$ cat config.mk
export PLATFORM = sky130hd
export DESIGN_NAME = scarv_cop_rng_lfsr
export DESIGN_NICKNAME = d
export VERILOG_FILES = /design/src/rtl/scarv_cop_rng_lfsr.sv
export SDC_FILE = /design/constraint.sdc
export NUM_CORES = 1
export LEC_CHECK = 0
export BUFFER_PORTS_ARGS = -buffer_cell sky130_fd_sc_hd__clkbuf_2
export CAP_MARGIN = 20
export CORE_UTILIZATION = 42
export DETAILED_ROUTE_END_ITERATION = 6
export PLACE_DENSITY = 0.76
export SYNTH_ARGS = -nofsm -noshare
export SYNTH_HDL_FRONTEND = slang
export SYNTH_SLANG_ARGS = --single-unit
$ cat constraint.sdc
create_clock -name g_clk -period 1.7 [get_ports g_clk]
set_input_delay 0.17 -clock g_clk [delete_from_list [all_inputs] [get_ports g_clk]]
set_output_delay 0.17 -clock g_clk [all_outputs]
set_load 0.05 [all_outputs]
$ cat src/rtl/scarv_cop_rng_lfsr.sv
// RNG functional unit for the SCARV coprocessor: Galois LFSR with seed/sample/test ops.
// Optional macro SCARV_COP_RNG_FREE_RUN_EN: LFSR free-runs while idle and not accepting.
//
// state | meaning
// IDLE  | waiting for rng_ivalid; accepts one instruction
// STEP  | SAMP in progress, one LFSR step per cycle
// DONE  | rng_idone pulse cycle, returns to IDLE
module scarv_cop_rng_lfsr #(
    parameter int unsigned                LFSR_WIDTH   = 32,
    parameter logic [LFSR_WIDTH-1:0]      LFSR_TAPS    = 32'h80200003,
    parameter logic [LFSR_WIDTH-1:0]      SEED_DEFAULT = {{(LFSR_WIDTH-1){1'b0}}, 1'b1},
    parameter int unsigned                SAMPLE_STEPS = 8
) (
    input  logic        g_clk,
    input  logic        g_reset,
    input  logic        rng_ivalid,
    output logic        rng_idone,
    input  logic [31:0] rng_rs1,
    input  logic [31:0] id_imm,
    input  logic [31:0] id_class,
    input  logic [31:0] id_subclass,
    output logic [3:0]  rng_cpr_rd_ben,
    output logic [31:0] rng_cpr_rd_wdata
);

    localparam logic [1:0] SUB_SEED = 2'd0;
    localparam logic [1:0] SUB_SAMP = 2'd1;
    localparam logic [1:0] SUB_TEST = 2'd2;

    typedef enum logic [1:0] {
        IDLE = 2'd0,
        STEP = 2'd1,
        DONE = 2'd2
    } fsm_t;

    fsm_t                  fsm;
    logic [LFSR_WIDTH-1:0] state;
    logic [LFSR_WIDTH-1:0] state_next;
    logic [LFSR_WIDTH-1:0] seed_mix;
    logic [7:0]            step_cnt;
    logic                  seeded;
    logic                  lockup;
    logic [1:0]            sub;
    logic                  unused_inputs;

    assign unused_inputs = ^{id_imm, id_class, id_subclass[31:2]};
    assign sub           = id_subclass[1:0];

    function automatic logic [LFSR_WIDTH-1:0] lfsr_step(input logic [LFSR_WIDTH-1:0] s);
        return {1'b0, s[LFSR_WIDTH-1:1]} ^ (s[0] ? LFSR_TAPS : '0);
    endfunction

    assign state_next = lfsr_step(state);
    assign seed_mix   = state ^ LFSR_WIDTH'(rng_rs1);

    always_ff @(posedge g_clk) begin
        if (g_reset) begin
            fsm              <= IDLE;
            state            <= SEED_DEFAULT;
            step_cnt         <= 8'd0;
            seeded           <= 1'b0;
            lockup           <= 1'b0;
            rng_idone        <= 1'b0;
            rng_cpr_rd_ben   <= 4'h0;
            rng_cpr_rd_wdata <= 32'h0;
        end else begin
            rng_idone        <= 1'b0;
            rng_cpr_rd_ben   <= 4'h0;
            rng_cpr_rd_wdata <= 32'h0;
            case (fsm)
                IDLE: begin
                    if (rng_ivalid) begin
                        case (sub)
                            SUB_SEED: begin
                                seeded    <= 1'b1;
                                // An all-zero state would lock the LFSR forever.
                                if (seed_mix == '0) begin
                                    state  <= SEED_DEFAULT;
                                    lockup <= 1'b1;
                                end else begin
                                    state  <= seed_mix;
                                end
                                rng_idone <= 1'b1;
                                fsm       <= DONE;
                            end
                            SUB_SAMP: begin
                                step_cnt <= 8'(SAMPLE_STEPS - 1);
                                fsm      <= STEP;
                            end
                            SUB_TEST: begin
                                rng_idone        <= 1'b1;
                                rng_cpr_rd_ben   <= 4'hF;
                                rng_cpr_rd_wdata <= {30'b0, lockup, seeded};
                                fsm              <= DONE;
                            end
                            default: begin
                                rng_idone        <= 1'b1;
                                rng_cpr_rd_wdata <= {30'b0, lockup, seeded};
                                fsm              <= DONE;
                            end
                        endcase
                    end
`ifdef SCARV_COP_RNG_FREE_RUN_EN
                    else begin
                        state <= state_next;
                    end
`endif
                end
                STEP: begin
                    state    <= state_next;
                    step_cnt <= step_cnt - 8'd1;
                    if (step_cnt == 8'd0) begin
                        rng_idone        <= 1'b1;
                        rng_cpr_rd_ben   <= 4'hF;
                        rng_cpr_rd_wdata <= state_next[31:0];
                        fsm              <= DONE;
                    end
                end
                DONE: begin
                    fsm <= IDLE;
                end
                default: begin
                    fsm <= IDLE;
                end
            endcase
        end
    end

endmodule

After elaboration in Yosys (flattened, before gate mapping)
Cells that the tools add are included.
Widths: inputs -> output; s select.

word-level totals
  register bits = 81
  bits of input ports = 131

cells by class
  eq/ne operators = 7
  reduce and logical (&&, ||, !) cells = 11
  $add $sub $neg = 1
  bitwise logic cells = 2
  mux-type cells = 24

operators with widths
  operator             number
  $mux 32              5
  $pmux 32 s2          2
  $logic_not 32->1     1
  $xor 31x32->32       1
  $xor 32x32->32       1
  $mux 8               2
  $pmux 8 s2           1
  $mux 4               3
  $mux 2               5
  $reduce_and 3->1     3
  $logic_not 8->1      1
  $pmux 4 s2           1
  $sub 8x1->8 const B  1
  $eq 2x1->1 const B   2
  $logic_not 2->1      2
  $ne 2x1->1 const B   2
  $ne 2x2->1 const B   2
  $pmux 2 s2           1
  $reduce_and 4->1     1
  $mux 1               3
  $eq 2x2->1 const B   1
  $pmux 1 s2           1
  $reduce_and 2->1     1
  $reduce_bool 2->1    1
  $reduce_or 2->1      1

Depth between registers and ports, before layout
Gate-level depths: netlist (run 1).

  depth in word-level cells = 6
  depth in mapped cells = 10

Worst setup path before layout (run 1)
No wires, ideal clock.

  path kind = flip-flop to flip-flop
  from = register state[0]
  to = register state[18]
  data required time = 1.578 ns
  setup slack = -0.095 ns
  stages on the path, launching flop included = 9
  arrival time = 1.673 ns
  cells stage by stage = dfxtp_1 -> buf_2 -> xnor2_2 -> nand4_1 -> nor4_4 -> a21oi_2 -> buf_2 -> a32oi_1 -> o21ai_1

between the ends
  word-level cells in the longest chain between the ends = 6

RTL lines
  element                   line  text
  start: declaration        37    logic [LFSR_WIDTH-1:0] state;
  start signal: assignment  81    state <= seed_mix;
  start signal: assignment  110   state <= state_next;
  $xor 32x32->32            54    assign seed_mix = state ^ LFSR_WIDTH'(rng_rs1);
  $logic_not 32->1          77    if (seed_mix == '0) begin
  $mux 32                   77
  $mux 32                   73    case (sub)
  $mux 32                   72    if (rng_ivalid) begin
  $pmux 32 s2               70    case (fsm)

No other way between the ends. The select of a mux whose other input is x is not followed.
A chain may end at the register's enable or synchronous reset.

Final worst setup path (run 1)
  from = register state[20]
  to = register state[10]

The elaborated chain is that of the path after synthesis.

==> results.txt, run 1 <==
----------------------------------------------------
[Synth]
  Post-synthesis mux area share ... 0.003160
  Number of register bits inferred by synthesis ... 78
  Number of cells produced by synthesis ... 406
  Post-synthesis async set-or-reset flop share ... 0
  Portion of the post-synthesis area used by sequential elements ... 0.4382
  EDFF count, synth ... 0
  Xor-xnor portion of the synthesized cell area ... 0.1078
  Largest family of logic cells by synthesized area ... simple AND/OR/NAND/NOR gates
  Fraction of the mapped netlist area in compound gates ... 0.1900
  Fraction of the mapped netlist area in simple logic gates ... 0.2086
  Syn. warnings ... 0
  Synthesized netlist net count ... 538
  Distinct cell type count after synthesis ... 41
  Primary FF master, synth ... dfxtp_1
  Post-synthesis adder-cell area fraction ... 0.003511
  Post-Synthesis Mean Instance Area ... 8.777 sq um
  Combined area of all synthesized cells ... 3563 sq um

[Power and ir drop]
  Clock group share of total power ... 0.362
  Overall power consumption ... 4.276 mW
  Power Dens Cells ... 822.3 nW/um^2
  Static leakage ... 2.161 nW
  Internal Pwr Total ... 3.124 mW
  Portion of total power attributed to combinational logic ... 0.185
  Fraction of power consumed by sequential logic ... 0.453
  Net switching power ... 1.152 mW
  IR drop worst, VDD ... 0.5084 mV
  Sw Ratio ... 0.2694

[Routing]
  Antenna viol nets, final ... 0
  Total wire length after detailed routing ... 11.26 mm
  Residual DRC ... 0
  Total via count in the routed design ... 3661
  Number of iterations in the first detailed-routing pass ... 4
  Ratio of routed vias to standard cells ... 5.522
  DR WL/cell ... 16.98 um
  Number of DRC markers in iteration 0 ... 269

[Worst setup path]
  Startpoint type of the worst setup path ... register
  Maximum fanout along the worst path ... 13
  Flop2flop setup slack ... -0.15 ns
  Worst path required time ... 1.97 ns
  Worst endpoint data arrival time ... 2.13 ns
  Category of the most critical setup path ... register to register
  Crit path capture type ... register

[Floorplanning]
  Die H ... 94.11 um
  Standard cell core area ... 8217 sq um
  IO Pins ... 168
  Initial Util ... 0.4337
  Die outline area ... 8857 sq um
  Count of standard-cell rows ... 33
  Die Span X ... 94.11 um

[Cells and area]
  Nets ... 685
  Syn-to-layout area delta ... 45.93%
  Final std cell area, no fill ... 5200 sq um
  N_diodes ... 0
  Proportion of layout cells with a drive suffix above 1 ... 0.4391
  Number of inserted filler cells in the final layout ... 657

[Timing]
  Worst setup skew after layout ... 0.01505 ns
  Final Hold Viols ... 0
  Final setup violation count ... 59
  Final hold slack ... 0.09736 ns
  Setup TNS ... -4.659 ns
  Period Utilization, post-route ... 1.090
  Unrepaired setup endpoints after global routing ... true
  Worst-Margin Slew ... 0.4344 ns
  Crit path setup slack, layout ... -0.1529 ns
  Highest Clock Rate ... 539.7 MHz
  Number of pins with negative max-slew slack in the final report ... 0
  Time the worst path needs with I/O delays and setup ... 1.853 ns
  Max-slew headroom ... 0.7098

[Global routing]
  Vias in the first global route ... 3437
  Number of antenna violations at the first check in global routing ... 0
  Largest net degree at the start of global routing ... 29
  GR Layer Usage met3 ... 0.06877
  First-pass GRT wire length ... 17.04 mm
  Peak-usage layer in the global routing report ... met2
  Met1 Resource Use GR ... 0.3445
  Global route overflow ... 0
  Total global-route track usage ... 0.2590
  Met2 track utilization from global routing ... 0.4027

[CTS]
  TritonCTS clock tree ... done
  # H-tree levels ... 3
  Number of clock buffers inserted by TritonCTS ... 9
  Number of sinks on the clock net ... 78
  Clock root buffer ... clkbuf_8
  Reg clk slew, reported paths ... 0.09 ns
  Clock latency at the later pin of the worst-skew pair ... 0.37 ns
  CTS max path bufs ... 2

[Placed design]
  Weighted congestion reported at the end of routability-driven placement ... 0.8663
  Instance area at placement ... 4556 sq um
  Worst slack after detailed placement ... -0.1988 ns
  Detailed Place HPWL ... 7.294 mm
  Input/output buffers ... 73

[Job]
  Count of maximum capacitance violations ... 0

[Status]
  Run status ... complete, but fails checks
  Violated checks ... negative setup slack

[Hold path]
  Worst hold path class ... input pin to register

----------------------------------------------------
repair_timing:
| item | 4_1_cts | 5_1_grt |
|---|---|---|
| hold buffers | 0 | 0 |
| pin swaps | 16 | 27 |
| endpoints found under the hold margin | 0 | 0 |
| resized for setup | 41 | 35 |
| endpoints found under the setup margin | 48 | 62 |
| cloned | 3 | 1 |
| buffers inserted | 8 | 3 |
cells by family after synthesis:
kind of cell / after synthesis
AOI/OAI and AO/OA: 103
xor gates and xnor gates: 43
adders and majority gates: 1
buffers and inverters: 38
DFF: 78
muxes: 1
and+or+nand+nor: 142
critical path: stages (launching register included):
cell,delay (ns)
dfxtp_2,0.34
xnor2_2,0.13
nand4_1,0.18
nor4_4,0.07
buf_4,0.17
a21oi_4,0.39
buf_4,0.22
nand2_1,0.07
o211ai_1,0.18
final timing paths:
| check | endpoint | depth (start not counted) | from |
|---|---|---|---|
| max reg2reg | state[10] | 8 | state[20] |
| max | state[10] | 8 | state[20] |
| min | state[30] | 3 | rng_rs1[30] |
| min reg2reg | lockup | 2 | lockup |
stage by stage:
step                      utilization  std cells
after floorplan                     -        406
after global placement         0.5544        633
after detailed placement       0.5544        633
after CTS                      0.6088        660
after global routing           0.6329        663
final                          0.6329        663
cells in the mapped netlist (all sizes together) (2+ instances only):
cell | n | area (sq um)
nor2 | 23 | 88.84
nand4 | 8 | 50.05
o211ai | 24 | 180.2
nand3b | 2 | 27.53
buf | 17 | 92.59
nor4 | 5 | 61.31
nand2b | 3 | 18.77
clkbuf | 9 | 36.29
nand3 | 3 | 15.01
xor2 | 10 | 87.58
a32oi | 4 | 35.03
inv | 12 | 45.04
a21oi | 14 | 73.82
and3 | 3 | 18.77
nor3 | 7 | 51.30
a211oi | 28 | 210.2
nand2 | 56 | 210.2
and2 | 27 | 168.9
xnor2 | 33 | 296.5
o21ai | 28 | 140.1
a22oi | 2 | 15.01
nor2b | 2 | 12.51
dfxtp | 78 | 1562
routing by layer:
metal,vias up,share of wire,routed length [um]
li1,1702,-,-
met1,1746,0.42,4774
met2,192,0.46,5205
met3,21,0.093,1042
met4,0,0.021,233
met5,-,0,0
flip-flops by register name, summed over array words and instances, names as in the netlist:
name and cells:
rng_idone 1, seeded 1, rng_cpr_rd_wdata 32, step_cnt 8, lockup 1, rng_cpr_rd_ben 1, state 32, fsm 2
cell usage in the layout, fill, tap and decap left out, types with 10 or more instances in the layout:
| cell type | synthesis | layout |
|---|---|---|
| a21oi_1 | 13 | 13 |
| o211ai_1 | 24 | 24 |
| o21ai_1 | 22 | 28 |
| clkbuf_8 | 0 | 10 |
| a211oi_1 | 28 | 27 |
| and2_4 | 0 | 13 |
| clkbuf_2 | 2 | 73 |
| nor2_1 | 22 | 21 |
| inv_1 | 12 | 12 |
| nand2_1 | 56 | 54 |
| xor2_1 | 10 | 10 |
| xnor2_1 | 32 | 15 |
| xnor2_2 | 1 | 18 |
| dfxtp_1 | 78 | 62 |
| buf_4 | 3 | 72 |
| dfxtp_2 | 0 | 16 |
| and2_1 | 27 | 14 |
power by group through the flow:
stage	registers [mW]	logic [mW]	clock network, mW
finish	1.94	0.792	1.55
global route	1.94	0.841	1.66
CTS	1.93	0.709	1.56
detailed placement	1.97	0.649	0
global placement	1.97	0.630	0
floorplan	2.00	0.333	0
cell type report:
type                       instances  area (sq um)  share of cell area
timing repair buffer             162          1152              0.2216
tap                              105         131.4             0.02526
clock inverter                     4         70.07             0.01347
clock buffer                      12         145.1             0.02791
multi-input combinational        290          2074              0.3989
inverter                          12         45.04            0.008662
sequential                        78          1582              0.3041
(Power assumes the default switching activity.)
==> run 2, diff against run 1 <==
Settings changed: CTS_BUF_LIST from default to sky130_fd_sc_hd__clkbuf_16, TNS_END_PERCENT from default to 10.
==> run 2 against run 1 <==
Net effect:
- the flow still finishes with violations (negative setup slack)
- design area is 3.0% lower
- worst hold slack gained 0.024 ns
- clock skew down 0.011 ns
==> results.txt, run 2 (same netlist as run 1, synthesis figures left out) <==
----------------------------------------------------
[Cells and area]
  Final standard cell count with taps included and fillers excluded ... 656
  Nets ... 680
  Most frequent cells in the layout ... 73 x clkbuf_2, 69 x buf_4, 66 x dfxtp_1
  N_diodes ... 0
  Regs by FF count ... rng_cpr_rd_wdata: 32 flops, state: 32 flops, step_cnt: 8 flops
  Syn-to-layout area delta ... 41.61%
  Proportion of layout cells with a drive suffix above 1 ... 0.3866
  Most common cell after layout, fill and taps aside ... clkbuf_2
  Core occupancy in the finished layout ... 0.6141

[Global routing]
  First-pass GRT wire length ... 16.56 mm
  Number of antenna violations at the first check in global routing ... 0
  Total global-route track usage ... 0.2487
  Largest net degree at the start of global routing ... 26
  Global route overflow ... 0
  Vias in the first global route ... 3380

[Worst setup path]
  Startpoint type of the worst setup path ... register
  Slowest-stage cell, CP ... dfxtp_2
  Maximum fanout along the worst path ... 7
  Worst path required time ... 1.91 ns
  Category of the most critical setup path ... register to register
  Kind of cell adding the most delay to the critical path ... buffers and inverters
  Buf+Inv Stages, Crit Path ... 4
  Crit path capture type ... register
  Max incr delay on CP ... 0.34 ns
  Worst endpoint data arrival time ... 2.07 ns
  Most used cell along the critical path ... buf_6
  Cell Chain, Critical Path ... xnor2_2 > buf_4 > nand4_1 > nor4_4 > buf_6 > buf_6 > buf_6 > a211oi_1 > o21ai_1 > o211ai_1

[Floorplanning]
  Die H ... 94.11 um
  Standard cell core area ... 8217 sq um
  Count of standard-cell rows ... 33
  IO Pins ... 168
  Die outline area ... 8857 sq um
  Die Span X ... 94.11 um
  Initial Util ... 0.4337

[CTS]
  CTS max path bufs ... 2
  TritonCTS clock tree ... done
  Clock root buffer ... clkbuf_16
  Number of clock buffers inserted by TritonCTS ... 9
  # H-tree levels ... 3
  Reg clk slew, reported paths ... 0.06 ns
  Clock latency at the later pin of the worst-skew pair ... 0.34 ns
  Number of sinks on the clock net ... 78

[Placed design]
  Inst Count DP ... 636
  Input/output buffers ... 73
  Worst slack after detailed placement ... -0.3952 ns
  Detailed Place HPWL ... 7.153 mm
  Weighted congestion reported at the end of routability-driven placement ... 0.8504

[Power and ir drop]
  IR drop worst, VDD ... 0.6396 mV
  Overall power consumption ... 4.465 mW
  Power Dens Cells ... 884.8 nW/um^2
  Static leakage ... 2.088 nW

[Timing]
  Final Hold Viols ... 0
  Highest Clock Rate ... 540.4 MHz
  Unrepaired setup endpoints after global routing ... true
  Final setup violation count ... 43
  Period Utilization, post-route ... 1.089
  Number of pins with negative max-slew slack in the final report ... 0
  Worst-Margin Slew ... 0.3761 ns
  Final hold slack ... 0.1209 ns
  Crit path setup slack, layout ... -0.1505 ns
  Time the worst path needs with I/O delays and setup ... 1.851 ns
  Worst setup skew after layout ... 0.003750 ns
  Max-slew headroom ... 0.7493

[Routing]
  Number of iterations in the first detailed-routing pass ... 4
  DR WL/cell ... 15.73 um
  Residual DRC ... 0
  Ratio of routed vias to standard cells ... 5.352
  Antenna viol nets, final ... 0
  Total via count in the routed design ... 3511
  Total wire length after detailed routing ... 10.32 mm
  Number of DRC markers in iteration 0 ... 248

[Hold path]
  Worst hold path class ... input pin to register

[Status]
  Run status ... complete, but fails checks
  Violated checks ... negative setup slack

[Job]
  Count of maximum capacitance violations ... 0

----------------------------------------------------
-- run 2: timing repair --
action	in CTS	in global routing
setup buffers	6	0
pin swaps	20	9
hold buffers	0	0
gates cloned	1	0
setup endpoints to repair	60	64
resized for setup	31	11
-- run 2: worst paths after layout --
path | depth (start not counted) | slack [ns] | start | to
setup / recovery | 10 | -0.15 | state[14] | state[29]
hold / removal | 3 | 0.12 | rng_rs1[4] | state[4]
setup reg to reg | 10 | -0.15 | state[14] | state[29]
hold reg to reg | 2 | 0.45 | lockup | lockup
-- run 2: stage by stage --
step | setup TNS [ns] | area (sq um)
finish | -2.633 | 5046
global route | -7.312 | 5046
CTS | -3.287 | 4997
detailed placement | -11.91 | 4532
global placement | -9.690 | 4532
floorplan | -0.7356 | 3595
-- run 2: metal layers --
metal / up-vias / GRT usage / share of wire
met4: 0 / 0.08077 / 0.018
met5: - / 0 / 0
met3: 17 / 0.07686 / 0.071
met1: 1668 / 0.3210 / 0.46
met2: 137 / 0.3929 / 0.45
li1: 1689 / - / -
-- run 2: cell type report --
| class | instances | area (sq um) |
|---|---|---|
| multi-input combinational | 291 | 1974 |
| timing repair buffer | 156 | 1041 |
| clock inverter | 5 | 52.55 |
| fill | 704 | 3171 |
| sequential | 78 | 1577 |
| tap | 105 | 131.4 |
| inverter | 12 | 45.04 |
| clock buffer | 9 | 225.2 |
-- run 2: worst min-delay path, delay by kind of cell --
family | cells | cell delay (ns)
AOI/OAI and AO/OA | 1 | 0.07
buffers and inverters | 1 | 0.11
and+or+nand+nor | 1 | 0.06
-- run 2: power by group --
part,internal (mW),total (mW),switching (mW)
Sequential,1.89,1.94,0.0440
Clock,1.11,1.82,0.710
Combinational,0.323,0.708,0.384
Total,3.33,4.46,1.14
==> run 3, diff against run 2 <==
Settings changed: SKIP_CTS_REPAIR_TIMING from default to 1.
==> run 3 against run 2 <==
Net effect:
- the run still ends with negative setup slack left
- critical endpoint is now state[13]
- utilization rose by 0.38 points
- combinational power barely moved
- sequential cell count did not move
- highest routed layer unchanged
- setup slack got worse by 0.061 ns
- critical path type unchanged
==> results.txt, run 3 (same netlist as run 1, synthesis figures left out) <==
----------------------------------------------------
[Cells and area]
  Most common cell after layout, fill and taps aside ... buf_4
  Nets ... 681
  Regs by FF count ... rng_cpr_rd_wdata: 32 flops, state: 32 flops, step_cnt: 8 flops
  Final standard cell count with taps included and fillers excluded ... 657
  Most frequent cells in the layout ... 74 x buf_4, 73 x clkbuf_2, 64 x dfxtp_1
  Syn-to-layout area delta ... 42.49%
  Number of inserted filler cells in the final layout ... 689
  N_diodes ... 0
  Proportion of layout cells with a drive suffix above 1 ... 0.3986

[Routing]
  Ratio of routed vias to standard cells ... 5.370
  Antenna viol nets, final ... 0
  DR WL/cell ... 15.70 um
  Total wire length after detailed routing ... 10.32 mm
  Residual DRC ... 0
  Number of iterations in the first detailed-routing pass ... 4
  Number of DRC markers in iteration 0 ... 232
  Total via count in the routed design ... 3528

[Floorplanning]
  Initial Util ... 0.4337
  Die Span X ... 94.11 um
  Die outline area ... 8857 sq um
  Count of standard-cell rows ... 33
  Die H ... 94.11 um
  IO Pins ... 168
  Standard cell core area ... 8217 sq um

[Power and ir drop]
  Power Dens Cells ... 881.0 nW/um^2
  Internal Pwr Total ... 3.327 mW
  Static leakage ... 2.107 nW
  Clock group share of total power ... 0.408
  IR drop worst, VDD ... 0.6448 mV
  Portion of total power attributed to combinational logic ... 0.159
  Fraction of power consumed by sequential logic ... 0.433
  Net switching power ... 1.146 mW
  Sw Ratio ... 0.2562

[CTS]
  Number of clock buffers inserted by TritonCTS ... 9
  Number of sinks on the clock net ... 78
  # H-tree levels ... 3
  Reg clk slew, reported paths ... 0.06 ns
  TritonCTS clock tree ... done
  Clock latency at the later pin of the worst-skew pair ... 0.34 ns
  Clock root buffer ... clkbuf_16
  CTS max path bufs ... 2

[Placed design]
  Input/output buffers ... 73
  Detailed Place HPWL ... 7.153 mm
  Weighted congestion reported at the end of routability-driven placement ... 0.8504
  Inst Count DP ... 636
  Worst slack after detailed placement ... -0.3952 ns

[Worst setup path]
  Most used cell along the critical path ... buf_4
  Crit path capture type ... register
  Category of the most critical setup path ... register to register
  Startpoint type of the worst setup path ... register
  Worst path required time ... 1.90 ns
  Slowest-stage cell, CP ... dfxtp_2
  Max incr delay on CP ... 0.34 ns
  Cell Chain, Critical Path ... xnor2_2 > buf_4 > nand4_1 > nor4_4 > buf_4 > a211oi_2 > o21ai_1 > o211ai_1
  Worst endpoint data arrival time ... 2.11 ns
  Maximum fanout along the worst path ... 10

[Global routing]
  Total global-route track usage ... 0.2376
  Number of antenna violations at the first check in global routing ... 0
  Vias in the first global route ... 3284
  Global route overflow ... 0
  First-pass GRT wire length ... 15.79 mm
  Largest net degree at the start of global routing ... 26

[Timing]
  Number of pins with negative max-slew slack in the final report ... 0
  Final Hold Viols ... 0
  Period Utilization, post-route ... 1.124
  Time the worst path needs with I/O delays and setup ... 1.912 ns
  Final setup violation count ... 52
  Worst setup skew after layout ... 0.003560 ns
  Max-slew headroom ... 0.7261
  Highest Clock Rate ... 523.1 MHz
  Crit path setup slack, layout ... -0.2116 ns
  Unrepaired setup endpoints after global routing ... true
  Worst-Margin Slew ... 0.4071 ns

[Job]
  Count of maximum capacitance violations ... 0

[Status]
  Run status ... complete, but fails checks
  Violated checks ... negative setup slack

[Hold path]
  Worst hold path class ... input pin to register

----------------------------------------------------
## run 3: cell count changes in the layout (fill, tap and decap cells not counted), moves of 2 or more
cell      before  now
a211oi_1      27   25
a211oi_2       1    3
buf_4         69   74
buf_6         14    9
dfxtp_1       66   64
dfxtp_2       12   14
nand2_1       55   53
nand2_2        1    3
nor4_2         3    1
## run 3: per-stage QoR
step / hold slack [ns] / setup TNS, ns / utilization / instance area [sq um] / total power, mW
finish: 0.1241 / -4.986 / 0.6179 / 5077 / 4.473
floorplan: 0.3236 / -0.7356 / - / 3595 / 2.320
detailed placement: 0.4428 / -11.91 / 0.5515 / 4532 / 2.611
global placement: 0.4361 / -9.690 / 0.5515 / 4532 / 2.596
global route: 0.1223 / -8.941 / 0.6179 / 5077 / 4.658
CTS: 0.1123 / -13.35 / 0.5854 / 4810 / 4.445
## run 3: power groups by stage
stage	logic (mW)	registers, mW	clock network, mW
final	0.711	1.94	1.82
after detailed placement	0.643	1.97	0
after CTS	0.651	1.93	1.86
after floorplan	0.322	2.00	0
after global routing	0.766	1.94	1.95
after global placement	0.631	1.96	0
## run 3: final timing paths
kind | slack (ns) | end | from | cells past startpoint
worst max register to register | -0.21 | state[13] | state[14] | 8
worst min register to register | 0.45 | lockup | lockup | 2
worst min-delay path | 0.12 | state[4] | rng_rs1[4] | 3
worst max-delay path | -0.21 | state[13] | state[14] | 8
## run 3: area by class of cell
class	count	area [sq um]	area share
flip-flops and latches	78	1579	0.3110
clock buffers	9	225.2	0.04436
multi-input cells	291	2007	0.3953
repair buffers	157	1037	0.2043
clock inverters	5	52.55	0.01035
inverters	12	45.04	0.008871
well taps	105	131.4	0.02587
## run 3: layer usage
layer | GRT usage | vias up | part of all wire
li1 | - | 1692 | -
met1 | 0.3111 | 1669 | 0.45
met2 | 0.3656 | 139 | 0.45
met3 | 0.07686 | 28 | 0.075
met4 | 0.08077 | 0 | 0.026
met5 | 0 | - | 0
## run 3: critical path: cells and delay by family (launching register included)
kind	cells	cell delay, ns
xor gates and xnor gates	1	0.17
DFF	1	0.34
AOI/OAI and AO/OA	3	0.39
and+or+nand+nor	2	0.47
buffers and inverters	2	0.42
